[config.mk]
export PLATFORM = sky130hd
export DESIGN_NAME = hsid_x_ctrl_reg_mc
export DESIGN_NICKNAME = d
export VERILOG_FILES = /design/src/rtl/hsid_x_ctrl_reg_mc.sv
export SDC_FILE = /design/constraint.sdc
export NUM_CORES = 2
export LEC_CHECK = 0
export BUFFER_PORTS_ARGS = -buffer_cell sky130_fd_sc_hd__buf_2
export CORE_AREA = 2 2 289 291
export DETAILED_ROUTE_END_ITERATION = 7
export DIE_AREA = 0 0 291 293
export PLACE_DENSITY = 0.66
export SLEW_MARGIN = 15
export SYNTH_ARGS = -nofsm -noshare
export SYNTH_HDL_FRONTEND = slang
export SYNTH_SLANG_ARGS = --single-unit
[constraint.sdc]
create_clock -name clk -period 4.9 [get_ports clk]
set_input_delay 0.49 -clock clk [delete_from_list [all_inputs] [get_ports clk]]
set_output_delay 0.49 -clock clk [all_outputs]
set_load 0.01 [all_outputs]
[src/rtl/hsid_x_ctrl_reg_mc.sv]
// rtl/hsid_x_ctrl_reg_mc.sv - multi-channel HSpecID-X control/status register block
// Optional per-channel busy-cycle counter (word 10) is built when HSID_X_CTRL_PERF_CNT_EN is defined.
module hsid_x_ctrl_reg_mc #(
  parameter int WORD_WIDTH = 32,
  parameter int HSI_BANDS = 128,
  parameter int HSI_LIBRARY_SIZE = 256,
  parameter int N_CHANNELS = 4,
  parameter int ADDR_WIDTH = 12,
  localparam int HSI_BANDS_ADDR = $clog2(HSI_BANDS),
  localparam int HSI_LIBRARY_SIZE_ADDR = $clog2(HSI_LIBRARY_SIZE)
) (
  input  logic                                        clk,
  input  logic                                        rst,
  input  logic                                        reg_req,
  input  logic                                        reg_we,
  input  logic [ADDR_WIDTH-1:0]                       reg_addr,
  input  logic [WORD_WIDTH-1:0]                       reg_wdata,
  output logic [WORD_WIDTH-1:0]                       reg_rdata,
  output logic                                        reg_ack,
  output logic                                        reg_err,
  output logic [N_CHANNELS-1:0]                       start,
  output logic [N_CHANNELS-1:0]                       clear,
  input  logic [N_CHANNELS-1:0]                       idle,
  input  logic [N_CHANNELS-1:0]                       ready,
  input  logic [N_CHANNELS-1:0]                       done,
  input  logic [N_CHANNELS-1:0]                       error,
  output logic [N_CHANNELS*HSI_LIBRARY_SIZE_ADDR-1:0] library_size,
  output logic [N_CHANNELS*HSI_BANDS_ADDR-1:0]        pixel_bands,
  output logic [N_CHANNELS*WORD_WIDTH-1:0]            captured_pixel_addr,
  output logic [N_CHANNELS*WORD_WIDTH-1:0]            library_pixel_addr,
  input  logic [N_CHANNELS*HSI_LIBRARY_SIZE_ADDR-1:0] mse_min_ref,
  input  logic [N_CHANNELS*HSI_LIBRARY_SIZE_ADDR-1:0] mse_max_ref,
  input  logic [N_CHANNELS*WORD_WIDTH-1:0]            mse_min_value,
  input  logic [N_CHANNELS*WORD_WIDTH-1:0]            mse_max_value,
  output logic [N_CHANNELS-1:0]                       irq
);
  localparam int N  = N_CHANNELS;
  localparam int W  = WORD_WIDTH;
  localparam int LA = HSI_LIBRARY_SIZE_ADDR;
  localparam int BA = HSI_BANDS_ADDR;
  localparam int CW = ADDR_WIDTH - 6;
`ifdef HSID_X_CTRL_PERF_CNT_EN
  localparam logic [3:0] LAST_WORD = 4'd10;
`else
  localparam logic [3:0] LAST_WORD = 4'd9;
`endif

  logic [3:0]    word;
  logic [CW-1:0] ch_idx;
  logic          dec_err;
  logic          unused_addr_lsb;
  logic [N-1:0]  sel;

  logic          ack_q, ack_d, err_q, err_d;
  logic [W-1:0]  rdata_q, rdata_d;
  logic [N-1:0]  start_q, start_d, clear_q, clear_d, irq_en_q, irq_en_d;
  logic [N-1:0]  done_st_q, done_st_d, err_st_q, err_st_d, blk_q, blk_d;
  logic [N-1:0]  done_q, done_d, error_q, error_d, irq_q, irq_d;
  logic [N-1:0]  done_edge, err_edge, blk_set, clr_done, clr_err, clr_blk;
  logic [LA-1:0] lib_size_q [N], lib_size_d [N];
  logic [BA-1:0] bands_q [N], bands_d [N];
  logic [W-1:0]  cap_addr_q [N], cap_addr_d [N], lib_addr_q [N], lib_addr_d [N];
  logic [LA-1:0] min_ref_q [N], min_ref_d [N], max_ref_q [N], max_ref_d [N];
  logic [W-1:0]  min_val_q [N], min_val_d [N], max_val_q [N], max_val_d [N];

  assign word            = reg_addr[5:2];
  assign ch_idx          = reg_addr[ADDR_WIDTH-1:6];
  assign unused_addr_lsb = ^reg_addr[1:0];
  assign dec_err         = (ch_idx >= CW'(N)) || (word > LAST_WORD);
  assign done_edge       = done & ~done_q;
  assign err_edge        = error & ~error_q;

  for (genvar g = 0; g < N; g++) begin : g_ch
    assign sel[g]                         = reg_req && !dec_err && (ch_idx == CW'(g));
    assign library_size[g*LA +: LA]       = lib_size_q[g];
    assign pixel_bands[g*BA +: BA]        = bands_q[g];
    assign captured_pixel_addr[g*W +: W]  = cap_addr_q[g];
    assign library_pixel_addr[g*W +: W]   = lib_addr_q[g];
  end

  assign reg_ack   = ack_q;
  assign reg_err   = err_q;
  assign reg_rdata = rdata_q;
  assign start     = start_q;
  assign clear     = clear_q;
  assign irq       = irq_q;

  // Register writes, pulse generation, sticky status and result snapshots
  always_comb begin
    start_d = '0;
    clear_d = '0;
    blk_set = '0;
    clr_done = '0;
    clr_err = '0;
    clr_blk = '0;
    irq_en_d = irq_en_q;
    lib_size_d = lib_size_q;
    bands_d = bands_q;
    cap_addr_d = cap_addr_q;
    lib_addr_d = lib_addr_q;
    min_ref_d = min_ref_q;
    max_ref_d = max_ref_q;
    min_val_d = min_val_q;
    max_val_d = max_val_q;
    for (int c = 0; c < N; c++) begin
      if (sel[c] && reg_we) begin
        case (word)
          4'd0: begin
            irq_en_d[c] = reg_wdata[2];
            // CLEAR dominates START in the same write
            if (reg_wdata[1]) begin
              clear_d[c] = 1'b1;
              clr_done[c] = 1'b1;
              clr_err[c] = 1'b1;
              clr_blk[c] = 1'b1;
            end else if (reg_wdata[0]) begin
              if (idle[c]) start_d[c] = 1'b1;
              else blk_set[c] = 1'b1;
            end
          end
          4'd1: begin
            clr_done[c] = reg_wdata[2];
            clr_err[c] = reg_wdata[3];
            clr_blk[c] = reg_wdata[4];
          end
          4'd2: if (idle[c]) lib_size_d[c] = reg_wdata[LA-1:0]; else blk_set[c] = 1'b1;
          4'd3: if (idle[c]) bands_d[c] = reg_wdata[BA-1:0]; else blk_set[c] = 1'b1;
          4'd4: if (idle[c]) cap_addr_d[c] = reg_wdata; else blk_set[c] = 1'b1;
          4'd5: if (idle[c]) lib_addr_d[c] = reg_wdata; else blk_set[c] = 1'b1;
          default: ;
        endcase
      end
      if (done_edge[c]) begin
        min_ref_d[c] = mse_min_ref[c*LA +: LA];
        max_ref_d[c] = mse_max_ref[c*LA +: LA];
        min_val_d[c] = mse_min_value[c*W +: W];
        max_val_d[c] = mse_max_value[c*W +: W];
      end
    end
    // A set event in the same cycle as a clear keeps the bit set
    done_st_d = done_edge | (done_st_q & ~clr_done);
    err_st_d  = err_edge | (err_st_q & ~clr_err);
    blk_d     = blk_set | (blk_q & ~clr_blk);
    irq_d     = irq_en_q & (done_st_q | err_st_q);
    done_d    = done;
    error_d   = error;
  end

`ifdef HSID_X_CTRL_PERF_CNT_EN
  logic [W-1:0] cyc_q [N], cyc_d [N];

  // Busy-cycle counter: zeroed by start, saturating, frozen once DONE latches
  always_comb begin
    for (int c = 0; c < N; c++) begin
      cyc_d[c] = cyc_q[c];
      if (start_q[c]) cyc_d[c] = '0;
      else if (!idle[c] && !done_st_q[c] && (cyc_q[c] != '1)) cyc_d[c] = cyc_q[c] + W'(1);
    end
  end

  // Counter state
  always_ff @(posedge clk) begin
    for (int c = 0; c < N; c++) cyc_q[c] <= rst ? '0 : cyc_d[c];
  end
`endif

  // Read mux and bus response; errored or write accesses return zero data
  always_comb begin
    rdata_d = '0;
    ack_d = reg_req;
    err_d = reg_req && dec_err;
    for (int c = 0; c < N; c++) begin
      if (sel[c] && !reg_we) begin
        case (word)
          4'd0: rdata_d = W'({irq_en_q[c], 2'b00});
          4'd1: rdata_d = W'({blk_q[c], err_st_q[c], done_st_q[c], ready[c], idle[c]});
          4'd2: rdata_d = W'(lib_size_q[c]);
          4'd3: rdata_d = W'(bands_q[c]);
          4'd4: rdata_d = cap_addr_q[c];
          4'd5: rdata_d = lib_addr_q[c];
          4'd6: rdata_d = W'(min_ref_q[c]);
          4'd7: rdata_d = min_val_q[c];
          4'd8: rdata_d = W'(max_ref_q[c]);
          4'd9: rdata_d = max_val_q[c];
`ifdef HSID_X_CTRL_PERF_CNT_EN
          4'd10: rdata_d = cyc_q[c];
`endif
          default: rdata_d = '0;
        endcase
      end
    end
  end

  // State registers with synchronous reset
  always_ff @(posedge clk) begin
    if (rst) begin
      ack_q <= 1'b0;
      err_q <= 1'b0;
      rdata_q <= '0;
      start_q <= '0;
      clear_q <= '0;
      irq_en_q <= '0;
      done_st_q <= '0;
      err_st_q <= '0;
      blk_q <= '0;
      done_q <= '0;
      error_q <= '0;
      irq_q <= '0;
      for (int c = 0; c < N; c++) begin
        lib_size_q[c] <= '0;
        bands_q[c] <= '0;
        cap_addr_q[c] <= '0;
        lib_addr_q[c] <= '0;
        min_ref_q[c] <= '0;
        max_ref_q[c] <= '0;
        min_val_q[c] <= '0;
        max_val_q[c] <= '0;
      end
    end else begin
      ack_q <= ack_d;
      err_q <= err_d;
      rdata_q <= rdata_d;
      start_q <= start_d;
      clear_q <= clear_d;
      irq_en_q <= irq_en_d;
      done_st_q <= done_st_d;
      err_st_q <= err_st_d;
      blk_q <= blk_d;
      done_q <= done_d;
      error_q <= error_d;
      irq_q <= irq_d;
      lib_size_q <= lib_size_d;
      bands_q <= bands_d;
      cap_addr_q <= cap_addr_d;
      lib_addr_q <= lib_addr_d;
      min_ref_q <= min_ref_d;
      max_ref_q <= max_ref_d;
      min_val_q <= min_val_d;
      max_val_q <= max_val_d;
    end
  end

endmodule
[Word level (Yosys, flattened, before mapping)]
Index checks and enable logic that the tools add are counted.
Cells by class
  muxes and demuxes: 49
  reduce and logical (&&, ||, !) cells: 48
  bitwise operators: 21
  eq/ne operators: 12
  order comparisons: 2
Operator list (count)
  32-bit one-hot mux with 10 select lines: 4
  32-bit two-way mux: 4
  3-bit AND reduction: 16
  1-bit two-way mux: 34
  4-bit AND: 6
  4-bit inverter: 5
  5-bit OR reduction: 4
  4-bit by 3-bit == test with 1-bit output (second input constant): 4
  4-bit bitwise OR: 4
  1-bit logical AND: 14
  1-bit one-hot mux with 2 select lines: 7
  6-bit by 2-bit == test with 1-bit output (second input constant): 2
  4-bit by 2-bit == test with 1-bit output (second input constant): 2
  4-bit == test (second input constant): 2
  2-bit AND reduction: 4
  2-bit OR reduction: 4
  6-bit by 1-bit == test with 1-bit output (second input constant): 1
  6-bit by 3-bit greater-or-equal comparator with 1-bit output (second input constant): 1
  6-bit zero test: 1
  1-bit inverter: 6
  4-bit by 1-bit == test with 1-bit output (second input constant): 1
  4-bit greater-than comparator (second input constant): 1
  4-bit zero test: 1
  4-bit OR reduction: 1
  2 further kinds: 3
Storage, ports and cells
  output and inout bits: 362
  bits of input ports: 384
  bits in registers: 706
  word-level logic and storage cells: 185

[Depth between registers and ports, before layout]
  word-level depth: 10
  gate-level depth with buffers: 11
  gate-level depth less buffers: 6

[Least setup slack after synthesis]
Ideal clock, no wire load.
  path kind: in2reg
  start point: input port reg_addr[11]
  end point: register lib_addr_q (netlist bit library_pixel_addr[33])
  stages on the path: 8
  path buffers: 2
  required time: 4.768 ns
  setup slack: 2.643 ns
  library setup time: 0.132 ns
  arrival time: 2.125 ns
  cells stage by stage: or4_4 -> nor3_4 -> and3_1 -> buf_2 -> nand2_1 -> buf_2 -> nand2_1 -> a21oi_1
On the way
  word-level cells in the longest chain between the ends: 7
  elaborated cells between the ends (all ways): 8
  classes of those cells: order compare: 1; eq/ne: 1; reduce/logical: 6
Ends and longest elaborated chain
  start: declaration: RTL line 16  | input logic [ADDR_WIDTH-1:0] reg_addr,
  6-bit by 3-bit greater-or-equal comparator with 1-bit output: RTL line 69  | assign dec_err = (ch_idx >= CW'(N)) || (word > LAST_WORD);
  1-bit logical OR: RTL line 69
  1-bit zero test: RTL line 74  | assign sel[g] = reg_req && !dec_err && (ch_idx == CW'(g));
  1-bit logical AND: RTL line 74
  1-bit logical AND (*): RTL line 74
  1-bit logical AND (*): RTL line 106  | if (sel[c] && reg_we) begin
  3-bit AND reduction (no source line) (*)
  end signal: assignment: RTL line 235  | lib_addr_q <= lib_addr_d;
  end: declaration: RTL line 62  | logic [W-1:0] cap_addr_q [N], cap_addr_d [N], lib_addr_q [N], lib_addr_d [N];
Mark *: on every way between the ends. The rest lies on a longest branch, timed or not.
A chain may end at the register's enable or synchronous reset.

[Worst setup path after layout]
  start point: input port reg_addr[2]
  end point: register rdata_q[0] (netlist: reg_rdata[0])
On the way
  word-level cells in the longest chain between the ends: 10
  elaborated cells between the ends (all ways): 30
  classes of those cells: order compare: 1; eq/ne: 9; mux: 8; reduce/logical: 12
Ends and longest elaborated chain
  4-bit greater-than comparator: RTL line 69
  1-bit logical OR: RTL line 69
  1-bit zero test: RTL line 74
  1-bit logical AND (2 in a row): RTL line 74
  1-bit logical AND: RTL line 173  | if (sel[c] && !reg_we) begin
  32-bit two-way mux (3 in a row): RTL line 173
  32-bit two-way mux (*): RTL line 173
  end signal: assignment: RTL line 222  | rdata_q <= rdata_d;
  end: declaration: RTL line 55  | logic [W-1:0] rdata_q, rdata_d;
Marked as above.

==> run metrics <==
CP delay by family, top=simple AND/OR/NAND/NOR gates; final hold viol count=0; Area growth syn-to-layout=24.38%; Worst-Skew Late Latency=0.65 ns; Placed Cells=~5,400; most frequent cells in the layout=nand2_1 (1,326), a21oi_1 (760), buf_2 (740); Post-Syn Area per Cell=7.641 um2; startpoint types=primary input; Final WS setup=1.933 ns; CTS Buf Count=80; Seq pwr share=0.447; RSZ-0062 raised after global routing=false; Slew headroom=0.2347; routed vias=roughly 33,000; # H-tree levels=3; first-pass GRT wire length=~220,000 um; CP arrival=roughly 3.5 ns; post-synthesis mux area share=0.02915; Avg Vias per Cell=between 5 and 6; clk root buf=clkbuf_16; # clock sinks=between 700 and 800; post-route cell area=~37,000 um2; Yosys cell types=56; Setup crit end kind=flip-flop; commonest non-fill, non-tap cell in the layout=nand2_1; die area=around 85,000 um2; synthesized instance count=between 3,000 and 4,000; clock share of power=0.467; std cell rows=roughly 110; Cell Chain, Critical Path=buf_4 > buf_4 > nor2b_2 > a22oi_1 > o221ai_1 > o21ai_0 > nor3_1; setup violators final=0; setup TNS=0 ns; Max Cap Viol=0; clock buffer depth=3; NumNets Final=between 4,000 and 5,000; Fin Hold WS=roughly 0.072 ns; Combinational Power Share=0.086; status=finished clean; share of layout cells above drive strength 1=0.2287; CTS clk-pin slew, worst paths=about 0.06 ns; core area=slightly above 80,000 um2; Die X=291 um; Ys Warns=0; Final Cycle Share=0.6055; Buf/Inv on CP=2; DRC=0; placed cell area=34,020 um2; synthesized cell area=29,570 um2; register bit total from synthesis=a little over 700; Final Wtd Congestion=roughly 1.0; maximum fanout along the worst path=35; port bufs=743; starting utilization of the core area=0.3613; HP Class=primary input to flip-flop; largest net degree at the start of global routing=211; Cell Count, Final, Fillers Out=between 5,000 and 6,000; remaining antenna violation count=0; net switching power=about 3.5 mW; vias in the first global route=about 30,000; chip height=around 290 um; Max VDD drop=0.2879 mV; hpwl dp=approximately 110,000 um; R2R Path Start=done_q[2]; CP Launch Point=reg_addr[2]; post-CTS sizing=0; fmax=~0.34 GHz; drt initial violations=~4,600; Worst Hold Launch=mse_max_value[12]; Tmin final=2.967 ns; initial antenna violation count=22; Final Power=13.43 mW; Async SR Flop Fraction=0; Req. time, crit path=approximately 5.5 ns; Worst-Margin Slew=between 1 and 1.5 ns; Pwr Density=between 300 and 400 nW/um2; XOR/XNOR Fraction of Synth Area=0; Setup Skew=between 0.04 and 0.05 ns; Sw Ratio=0.2638; CP max stage delay=between 0.9 and 1 ns; Int Power=between 9 and 10 mW; grt ovf=0; postcts setup bufs=0; largest family of logic cells by synthesized area=compound AO/OA/AOI/OAI gates; CTS tree=yes; Detailed Route WL=155,700 um; critical path class=primary input to flip-flop; pre-CTS WS=1.302 ns; post-synth net total=around 4,300; EDFF count, synth=0; DR pass1 iterations=8; Synth Area in Adders=0; simple-gate share of the synthesized area=0.2156; Final Util=0.4494; Routed WL per cell=~28 um; sequential area share after synthesis=0.4780; Max Slew Vio Count=0; Hold-fix buffers, CTS=0; Top Ports=746; gr usage total=0.3474; ys flop type=dfxtp_1; Synth Area in Compound Gates=0.2239; leak pwr=14.58 nW; Critical Path Most Common Cell=buf_4; Slowest cell on crit path=nor2b_2
area by class of cell:
class                      count  area [um2]
clock inverter                26       329.1
antenna                       16       40.04
sequential                   706       14130
inverter                       6       22.52
multi-input combinational   2796       13990
fill                        8496       45070
clock buffer                 118        2387
timing repair buffer         842        4539
tap                         1070        1339
worst reg2reg max path, cell delays in order (launching register included):
cell      delay [ns]
dfxtp_1         0.36
nand2b_2        0.76
buf_4           0.62
nand2_1         0.16
a21oi_1         0.17
sequential cells by signal (all words and copies together), names as in the netlist, 4 cells and up:
register             count
irq                      4
library_size            32
pixel_bands             28
min_val_q              128
captured_pixel_addr    128
reg_rdata               32
error_q                  4
blk_q                    4
done_st_q                4
start                    4
irq_en_q                 4
err_st_q                 4
library_pixel_addr     128
max_val_q              128
done_q                   4
min_ref_q               32
clear                    4
max_ref_q               32
logic make-up (layout without fill, tap and decap cells):
logic type             count (synthesis)  in the layout
AO/OA/AOI/OAI                       1134           1134
buffers and inverters                368            992
flip-flops                           706            706
multiplexers                          78             78
other                                  0             16
AND/OR/NAND/NOR                     1584           1584
metal layers:
layer  up-vias  wire length [um]  global-route usage
li1      14330                 -                   -
met1     15510             63010              0.4746
met2      2264             65600              0.5093
met3       397             19620             0.09750
met4        14              7395              0.1532
met5         -                80                   0
power by group through the flow:
stage	registers [mW]	logic [mW]	clock network, mW
detailed placement	6.13	1.12	0
global route	6.02	1.21	6.55
floorplan	6.08	0.577	0
CTS	6.00	1.12	6.30
finish	6.01	1.16	6.27
global placement	6.12	1.11	0
synthesized netlist by cell type (6+ instances only):
| library cell | number | area share |
|---|---|---|
| nor4_1 | 10 | 0.0021 |
| a32oi_1 | 12 | 0.0036 |
| mux2i_1 | 49 | 0.017 |
| o211ai_1 | 9 | 0.0023 |
| nor3_1 | 20 | 0.0034 |
| and3_1 | 8 | 0.0017 |
| nor2b_1 | 26 | 0.0055 |
| dfxtp_1 | 706 | 0.48 |
| o221ai_1 | 8 | 0.0024 |
| o32ai_1 | 11 | 0.0033 |
| nand3_1 | 70 | 0.012 |
| a21oi_1 | 760 | 0.13 |
| nor3b_1 | 9 | 0.0023 |
| buf_1 | 20 | 0.0025 |
| o22ai_1 | 6 | 0.0013 |
| o21ai_0 | 78 | 0.013 |
| buf_4 | 24 | 0.0061 |
| nor2_1 | 62 | 0.0079 |
| a221oi_1 | 33 | 0.0098 |
| mux2_2 | 25 | 0.0095 |
| a22o_1 | 63 | 0.019 |
| and2_1 | 12 | 0.0025 |
| a31oi_1 | 12 | 0.0025 |
| a221o_1 | 11 | 0.0037 |
| a22oi_1 | 102 | 0.026 |
| clkbuf_1 | 232 | 0.029 |
| buf_2 | 86 | 0.015 |
| nand2_1 | 1326 | 0.17 |
| nand2b_1 | 16 | 0.0034 |
| inv_1 | 6 | 0.00076 |
| a211oi_1 | 6 | 0.0015 |
path summary, 6_finish.rpt:
path | cells after the start | endpoint | slack (ns)
max | 7 | reg_rdata[0] | 1.93
min | 3 | max_val_q[108] | 0.07
max reg2reg | 4 | min_val_q[51] | 2.78
min reg2reg | 2 | min_val_q[39] | 0.45
Power figures use the tool's default switching activity.
